<file path="src/rtl/matrix_pkg.sv">
// Shared codes for the matrix bank and the multiply engine that drives its memory port.
package matrix_pkg;

  typedef enum logic [1:0] {
    TYPE_CELL = 2'b00,
    TYPE_ROW  = 2'b01,
    TYPE_COL  = 2'b10,
    TYPE_RSVD = 2'b11
  } req_type_e;

  typedef enum logic [1:0] {
    MAT_A       = 2'b00,
    MAT_B       = 2'b01,
    MAT_C       = 2'b10,
    MAT_INVALID = 2'b11
  } matrix_e;

  typedef enum logic [1:0] {
    ST_IDLE    = 2'b00,
    ST_GATHER  = 2'b01,
    ST_RESPOND = 2'b10
  } bank_state_e;

  // Latched description of an in-flight read request.
  typedef struct packed {
    req_type_e req_type;
    matrix_e   matrix;
  } req_kind_t;

  // Row and column reads gather size beats; everything else (incl. reserved type) is one cell.
  function automatic logic is_vector(input req_type_e t);
    return (t == TYPE_ROW) || (t == TYPE_COL);
  endfunction

endpackage

</file>
<file path="src/rtl/matrix_cell_array.sv">
// Storage for matrices A, B and C: combinational read port, synchronous write port, synchronous clear.
module matrix_cell_array #(
  parameter int unsigned size       = 4,
  parameter int unsigned cell_width = 16,
  parameter int unsigned idx_width  = $clog2(3 * size * size)
) (
  input  logic                  clk,
  input  logic                  reset,
  input  logic [idx_width-1:0]  rd_idx,
  input  logic                  rd_valid,
  output logic [cell_width-1:0] rd_data,
  input  logic                  wr_en,
  input  logic [idx_width-1:0]  wr_idx,
  input  logic [cell_width-1:0] wr_data
);

  localparam int unsigned DEPTH = 3 * size * size;

  logic [cell_width-1:0] mem_q [DEPTH];
  logic [cell_width-1:0] mem_d [DEPTH];

  always_comb begin
    mem_d = mem_q;
    if (wr_en) begin
      mem_d[wr_idx] = wr_data;
    end
  end

  always_ff @(posedge clk) begin
    if (reset) begin
      for (int i = 0; i < int'(DEPTH); i++) begin
        mem_q[i] <= '0;
      end
    end else begin
      mem_q <= mem_d;
    end
  end

  // Out-of-range lookups read as zero rather than aliasing into another matrix.
  assign rd_data = rd_valid ? mem_q[rd_idx] : '0;

endmodule

</file>
<file path="src/rtl/matrix_bank.sv">
// Matrix storage/access stage: gathers cell, row or column reads one cell per beat, accepts single-cell writes.
// Optional range-error output is compiled in with MATRIX_BANK_RANGE_CHECK_EN.
module matrix_bank
  import matrix_pkg::*;
#(
  parameter int unsigned size          = 4,
  parameter int unsigned cell_width    = 16,
  parameter int unsigned address_width = 4,
  parameter int unsigned width         = cell_width * size
) (
  input  logic                     in_clk,
  input  logic                     in_reset,
  input  logic [address_width-1:0] in_address,
  input  logic [1:0]               in_type,
  input  logic [1:0]               in_matrix,
  input  logic                     in_read_en,
  input  logic                     in_write_en,
  input  logic [width-1:0]         in_data,
`ifdef MATRIX_BANK_RANGE_CHECK_EN
  output logic                     out_error,
`endif
  output logic [width-1:0]         out_data,
  output logic                     out_data_ready,
  output logic                     out_busy
);

  localparam int unsigned CELLS  = size * size;
  localparam int unsigned IDX_W  = $clog2(3 * CELLS);
  localparam int unsigned BEAT_W = $clog2(size) + 1;
  localparam int unsigned EXT_W  = address_width + $clog2(size) + 1;

  bank_state_e              state_q, state_d;
  logic [address_width-1:0] addr_q, addr_d;
  req_kind_t                kind_q, kind_d;
  logic [BEAT_W-1:0]        beat_q, beat_d;
  logic [width-1:0]         gather_q, gather_d;
  logic [width-1:0]         data_q, data_d;
  logic                     ready_q, ready_d;
  logic                     busy_q, busy_d;

  logic [EXT_W-1:0]         beat_addr_c;
  logic                     rd_valid_c;
  logic [IDX_W-1:0]         rd_idx_c;
  logic [cell_width-1:0]    rd_data_c;
  logic                     last_beat_c;
  logic                     wr_valid_c;
  logic [IDX_W-1:0]         wr_idx_c;
  logic                     unused_data_c;

  assign unused_data_c = ^in_data[width-1:cell_width];

  // Cell index of the current beat, kept wide enough that the range test sees any overflow.
  always_comb begin
    beat_addr_c = EXT_W'(addr_q);
    case (kind_q.req_type)
      TYPE_ROW: beat_addr_c = EXT_W'(addr_q) + EXT_W'(beat_q);
      TYPE_COL: beat_addr_c = EXT_W'(addr_q) + EXT_W'(beat_q) * EXT_W'(size);
      default:  beat_addr_c = EXT_W'(addr_q);
    endcase
  end

  assign rd_valid_c  = (beat_addr_c < EXT_W'(CELLS)) && (kind_q.matrix != MAT_INVALID);
  assign rd_idx_c    = IDX_W'(kind_q.matrix) * IDX_W'(CELLS) + IDX_W'(beat_addr_c);
  assign last_beat_c = is_vector(kind_q.req_type) ? (beat_q == BEAT_W'(size - 1)) : 1'b1;

  assign wr_valid_c  = in_write_en && (EXT_W'(in_address) < EXT_W'(CELLS))
                       && (in_matrix != 2'(MAT_INVALID));
  assign wr_idx_c    = IDX_W'(in_matrix) * IDX_W'(CELLS) + IDX_W'(in_address);

  matrix_cell_array #(
    .size       (size),
    .cell_width (cell_width),
    .idx_width  (IDX_W)
  ) u_cells (
    .clk      (in_clk),
    .reset    (in_reset),
    .rd_idx   (rd_idx_c),
    .rd_valid (rd_valid_c),
    .rd_data  (rd_data_c),
    .wr_en    (wr_valid_c),
    .wr_idx   (wr_idx_c),
    .wr_data  (in_data[cell_width-1:0])
  );

  // Request sequencing: accept in IDLE, one cell per GATHER beat, one-cycle RESPOND.
  always_comb begin
    state_d  = state_q;
    addr_d   = addr_q;
    kind_d   = kind_q;
    beat_d   = beat_q;
    gather_d = gather_q;
    data_d   = data_q;
    ready_d  = 1'b0;

    case (state_q)
      ST_IDLE: begin
        if (in_read_en && !in_write_en) begin
          state_d         = ST_GATHER;
          addr_d          = in_address;
          kind_d.req_type = req_type_e'(in_type);
          kind_d.matrix   = matrix_e'(in_matrix);
          beat_d          = '0;
          gather_d        = '0;
        end
      end
      ST_GATHER: begin
        for (int unsigned k = 0; k < size; k++) begin
          if (beat_q == BEAT_W'(k)) begin
            gather_d[k*cell_width +: cell_width] = rd_data_c;
          end
        end
        if (last_beat_c) begin
          state_d = ST_RESPOND;
          ready_d = 1'b1;
          data_d  = gather_d;
        end else begin
          beat_d = beat_q + BEAT_W'(1);
        end
      end
      ST_RESPOND: begin
        state_d = ST_IDLE;
      end
      default: begin
        state_d = ST_IDLE;
      end
    endcase

    busy_d = (state_d != ST_IDLE);
  end

  always_ff @(posedge in_clk) begin
    if (in_reset) begin
      state_q  <= ST_IDLE;
      addr_q   <= '0;
      kind_q   <= '0;
      beat_q   <= '0;
      gather_q <= '0;
      data_q   <= '0;
      ready_q  <= 1'b0;
      busy_q   <= 1'b0;
    end else begin
      state_q  <= state_d;
      addr_q   <= addr_d;
      kind_q   <= kind_d;
      beat_q   <= beat_d;
      gather_q <= gather_d;
      data_q   <= data_d;
      ready_q  <= ready_d;
      busy_q   <= busy_d;
    end
  end

  assign out_data       = data_q;
  assign out_data_ready = ready_q;
  assign out_busy       = busy_q;

`ifdef MATRIX_BANK_RANGE_CHECK_EN
  logic acc_err_q, acc_err_d;
  logic rd_err_q, rd_err_d;
  logic err_q, err_d;

  // Read error is a level held from the ready pulse until the next accepted request;
  // a dropped write adds a single-cycle pulse on top.
  always_comb begin
    acc_err_d = acc_err_q;
    rd_err_d  = rd_err_q;
    if (state_q == ST_IDLE && in_read_en && !in_write_en) begin
      acc_err_d = 1'b0;
      rd_err_d  = 1'b0;
    end else if (state_q == ST_GATHER) begin
      acc_err_d = acc_err_q | !rd_valid_c;
      if (last_beat_c) begin
        rd_err_d = acc_err_q | !rd_valid_c;
      end
    end
    err_d = rd_err_d | (in_write_en && !wr_valid_c);
  end

  always_ff @(posedge in_clk) begin
    if (in_reset) begin
      acc_err_q <= 1'b0;
      rd_err_q  <= 1'b0;
      err_q     <= 1'b0;
    end else begin
      acc_err_q <= acc_err_d;
      rd_err_q  <= rd_err_d;
      err_q     <= err_d;
    end
  end

  assign out_error = err_q;
`endif

endmodule

</file>
<file path="config.mk">
export PLATFORM = sky130hd
export DESIGN_NAME = matrix_bank
export DESIGN_NICKNAME = d
export VERILOG_FILES = /design/src/rtl/matrix_pkg.sv /design/src/rtl/matrix_cell_array.sv /design/src/rtl/matrix_bank.sv
export SDC_FILE = /design/constraint.sdc
export NUM_CORES = 2
export LEC_CHECK = 0
export CAP_MARGIN = 10
export CORE_ASPECT_RATIO = 0.5
export CORE_UTILIZATION = 40
export CTS_CLUSTER_SIZE = 24
export DETAILED_ROUTE_END_ITERATION = 8
export REMOVE_ABC_BUFFERS = 1
export SLEW_MARGIN = 20
export SYNTH_ARGS = -nofsm -noshare
export SYNTH_HDL_FRONTEND = slang
export SYNTH_SLANG_ARGS = --single-unit
</file>
<file path="constraint.sdc">
create_clock -name in_clk -period 7.7 [get_ports in_clk]
set_input_delay 1.54 -clock in_clk [delete_from_list [all_inputs] [get_ports in_clk]]
set_output_delay 1.54 -clock in_clk [all_outputs]
set_load 0.02 [all_outputs]
</file>
==> impl_metrics.json <==
{
  "ctsHoldBuffers": 0,
  "cp_cell_sequence": "inv_1 > fa_1 > nand2b_1 > a21oi_1 > a22oi_1 > nor2_1 > ha_1 > nor4_1 > nand3_1 > nor3_1 > nor4_4 > nor2b_1 > o21ai_0",
  "skew_ns": 0.02202,
  "dp_cells": 6261,
  "fillerInstances": 9746,
  "post_cts_buffers": 0,
  "status": "finished, final reports clean",
  "die_x_um": 447.8,
  "grt_remaining_overflow": 0,
  "whs_endpoint": "gather_q[54]",
  "coreArea_um2": 98100,
  "drc": 0,
  "drive_gt1_share_pct": 6.559,
  "maxCapViolCount": 0,
  "vias": 37062,
  "placementRows": 81,
  "cts.sinks": 911,
  "finalSetupViolations": 0,
  "yosys.area_share.adder_pct": 0.5413,
  "fin_setup_tns_ns": 0,
  "synth-seq-cells": 911,
  "synth-compound-area-share_pct": 18.37,
  "hold_viol": 0,
  "ys.flop_type": "dfxtp_1",
  "ant_nets": 0,
  "die_area_um2": 100700,
  "required_ns": 8.27,
  "slew_headroom_pct": 18.43,
  "hpwlAfterDp_um": 81400,
  "crit-reg2reg-capture": "gather_q[58]",
  "synthArstFlopShare_pct": 0,
  "clock_path_buffers": 3,
  "cts_resized": 0,
  "start_util_pct": 40.52,
  "path_class": "reg2reg",
  "synth_top_family_by_area": "simple AND/OR/NAND/NOR gates",
  "ir_drop_mv": 0.1478,
  "antenna_found_initial": 4,
  "top_layer": "met4",
  "port_buffers": 93,
  "wl_per_cell_um": 21.54,
  "cts_root_buf": "clkbuf_16",
  "path_max_fanout": 16,
  "place_congestion": 0.8721,
  "finalNonFillerCells": 6423,
  "synth_top_cells_by_area": "dfxtp_1 46%, nand2_1 19%, a21oi_1 11%",
  "wl_met1_um": 60160,
  "power_density_nw_per_um2": 227.7,
  "grt_pass1_vias": 33829,
  "slew_violations": 0,
  "slowest_stage": "nand3_1",
  "cts_buffers": 87,
  "grt_use_total_pct": 26.62,
  "synthSimpleGateAreaFrac_pct": 25.37,
  "fin_crit_ns": 5.576,
  "crit_start": "beat_q[1]",
  "yosys.area.top_type": "dfxtp_1",
  "io_pins": 142,
  "htreeDepth": 3,
  "synth.top_cell.area_share_pct": 45.88,
  "rrSetupSlack_ns": 2.12,
  "area_delta_synth_final_pct": 11.14,
  "synth_edf_count": 0,
  "hp-start": "gather_q[54]",
  "nets": 5115,
  "syn_avg_cell_area_um2": 7.611,
  "hold_path.class": "reg2reg",
  "netlist_instances": 5223,
  "crit_arrival_ns": 6.15,
  "clkTransAtPathRegs_ns": 0.07,
  "synth_xor_area_share_pct": 0.04406,
  "dr_wl_met3_um": 13260,
  "wl_met2_um": 60900,
  "clkLatencyLatePin_ns": 0.66,
  "min_period_over_period_pct": 72.41,
  "wl_um": 138400,
  "leakage_nw": 13.20,
  "critical_path.max_stage_delay_ns": 1.04,
  "yosysWarningCount": 0,
  "initialDrtViolationCount": 4760,
  "synth_area_um2": 39750,
  "yosysUniqueCellTypes": 69,
  "seq_area_frac_synth_pct": 45.88,
  "via_per_inst": 5.770,
  "cts_tree": "yes",
  "endpoint_kind": "flip-flop",
  "synth_commonest_cells": "2039 x nand2_1, 911 x dfxtp_1, 838 x a21oi_1",
  "drt_first_pass_iters": 6,
  "fmax_mhz": 179.3,
  "r2r_cells": 13,
  "grt_start_max_net_pins": 216,
  "tightest_slew_ns": 1.220,
  "utilization_pct": 45.03,
  "yosysMostFrequentCell": "nand2_1",
  "grt_setup_unrepaired": "no",
  "r2r_start": "beat_q[1]",
  "min_path_cells": 1,
  "synthMuxAreaShare_pct": 4.683,
  "critPathLaunchType": "flip-flop",
  "chipHeight_um": 224.9,
  "power.total_mw": 10.06,
  "grt_pass1_wl_um": 207000
}
final cells by class:
cell class | count | area, um2 | area share (%)
Antenna cell | 3 | 7.507 | 0.01699
Clock buffer | 132 | 2641 | 5.978
Clock inverter | 26 | 346.6 | 0.7845
Inverter | 17 | 63.81 | 0.1444
Multi-Input combinational cell | 3839 | 19700 | 44.59
Sequential cell | 911 | 18240 | 41.28
Tap cell | 1328 | 1662 | 3.761
Timing Repair Buffer | 167 | 1524 | 3.449
metal layers:
| metal | global-route usage, % | vias to the layer above |
|---|---|---|
| met3 | 4.784 | 270 |
| met4 | 9.017 | 0 |
| met2 | 40.51 | 1734 |
| met1 | 37.78 | 17785 |
| li1 | - | 17273 |
| met5 | 0 | - |
critical path: cells and delay by family, from the launching register on:
kind                       cells  cell delay (ns)
AOI/OAI and AO/OA              3             0.45
adders and majority gates      2             0.75
buffers and inverters          1             0.24
DFF                            1             0.55
and+or+nand+nor                7             3.46
cell families (layout without fill, tap and decap cells):
kind of cell	Yosys count	after routing
other	0	3
multiplexers	164	164
XOR/XNOR	2	2
adder cells (fa/ha/maj)	16	16
AND/OR/NAND/NOR	2454	2454
buffers and inverters	473	342
AO/OA/AOI/OAI	1203	1203
flip-flops	911	911
power by group:
| group | switching, mW | total, mW | internal [mW] |
|---|---|---|---|
| combinational | 0.537 | 0.728 | 0.191 |
| clock | 1.92 | 4.55 | 2.63 |
| sequential | 0.0254 | 4.78 | 4.75 |
worst max-delay path by stage:
stage,endpoint,depth (start not counted)
3_5_place_dp,gather_q[59],13
4_1_cts,gather_q[58],13
2_1_floorplan,out_data[14],11
5_1_grt,gather_q[49],13
3_3_place_gp,gather_q[59],14
6_report,gather_q[58],13
placed cells by master, fill, tap and decap left out, types with 30 or more instances in the layout:
cell type,n
o21ai_0,73
mux2i_1,141
nand2_1,2039
dfxtp_1,911
nand4_1,36
nor2_1,47
a32oi_1,67
clkbuf_16,91
or3_1,62
a32o_1,42
and3_1,30
clkdlybuf4s50_1,76
nand3_1,101
buf_4,68
a21oi_1,838
a311oi_1,105
sequential cells by signal, summed over array words and instances (netlist names):
| register | count |
|---|---|
| kind_q | 4 |
| gather_q | 64 |
| state_q | 2 |
| beat_q | 3 |
| u_cells.mem_q | 768 |
| out_data | 64 |
| addr_q | 4 |
| out_busy | 1 |
| out_data_ready | 1 |
metrics by stage:
step / instance area (um2) / hold WS, ns / setup WS, ns
after floorplan: 37780 / 0.4185 / 0.05560
after global placement: 41150 / 0.4271 / 2.428
after detailed placement: 41150 / 0.4324 / 2.432
after CTS: 44140 / 0.4477 / 2.365
after global routing: 44180 / 0.4596 / 1.922
final: 44180 / 0.4450 / 2.124
No activity file was read; power rests on OpenSTA's default activity.
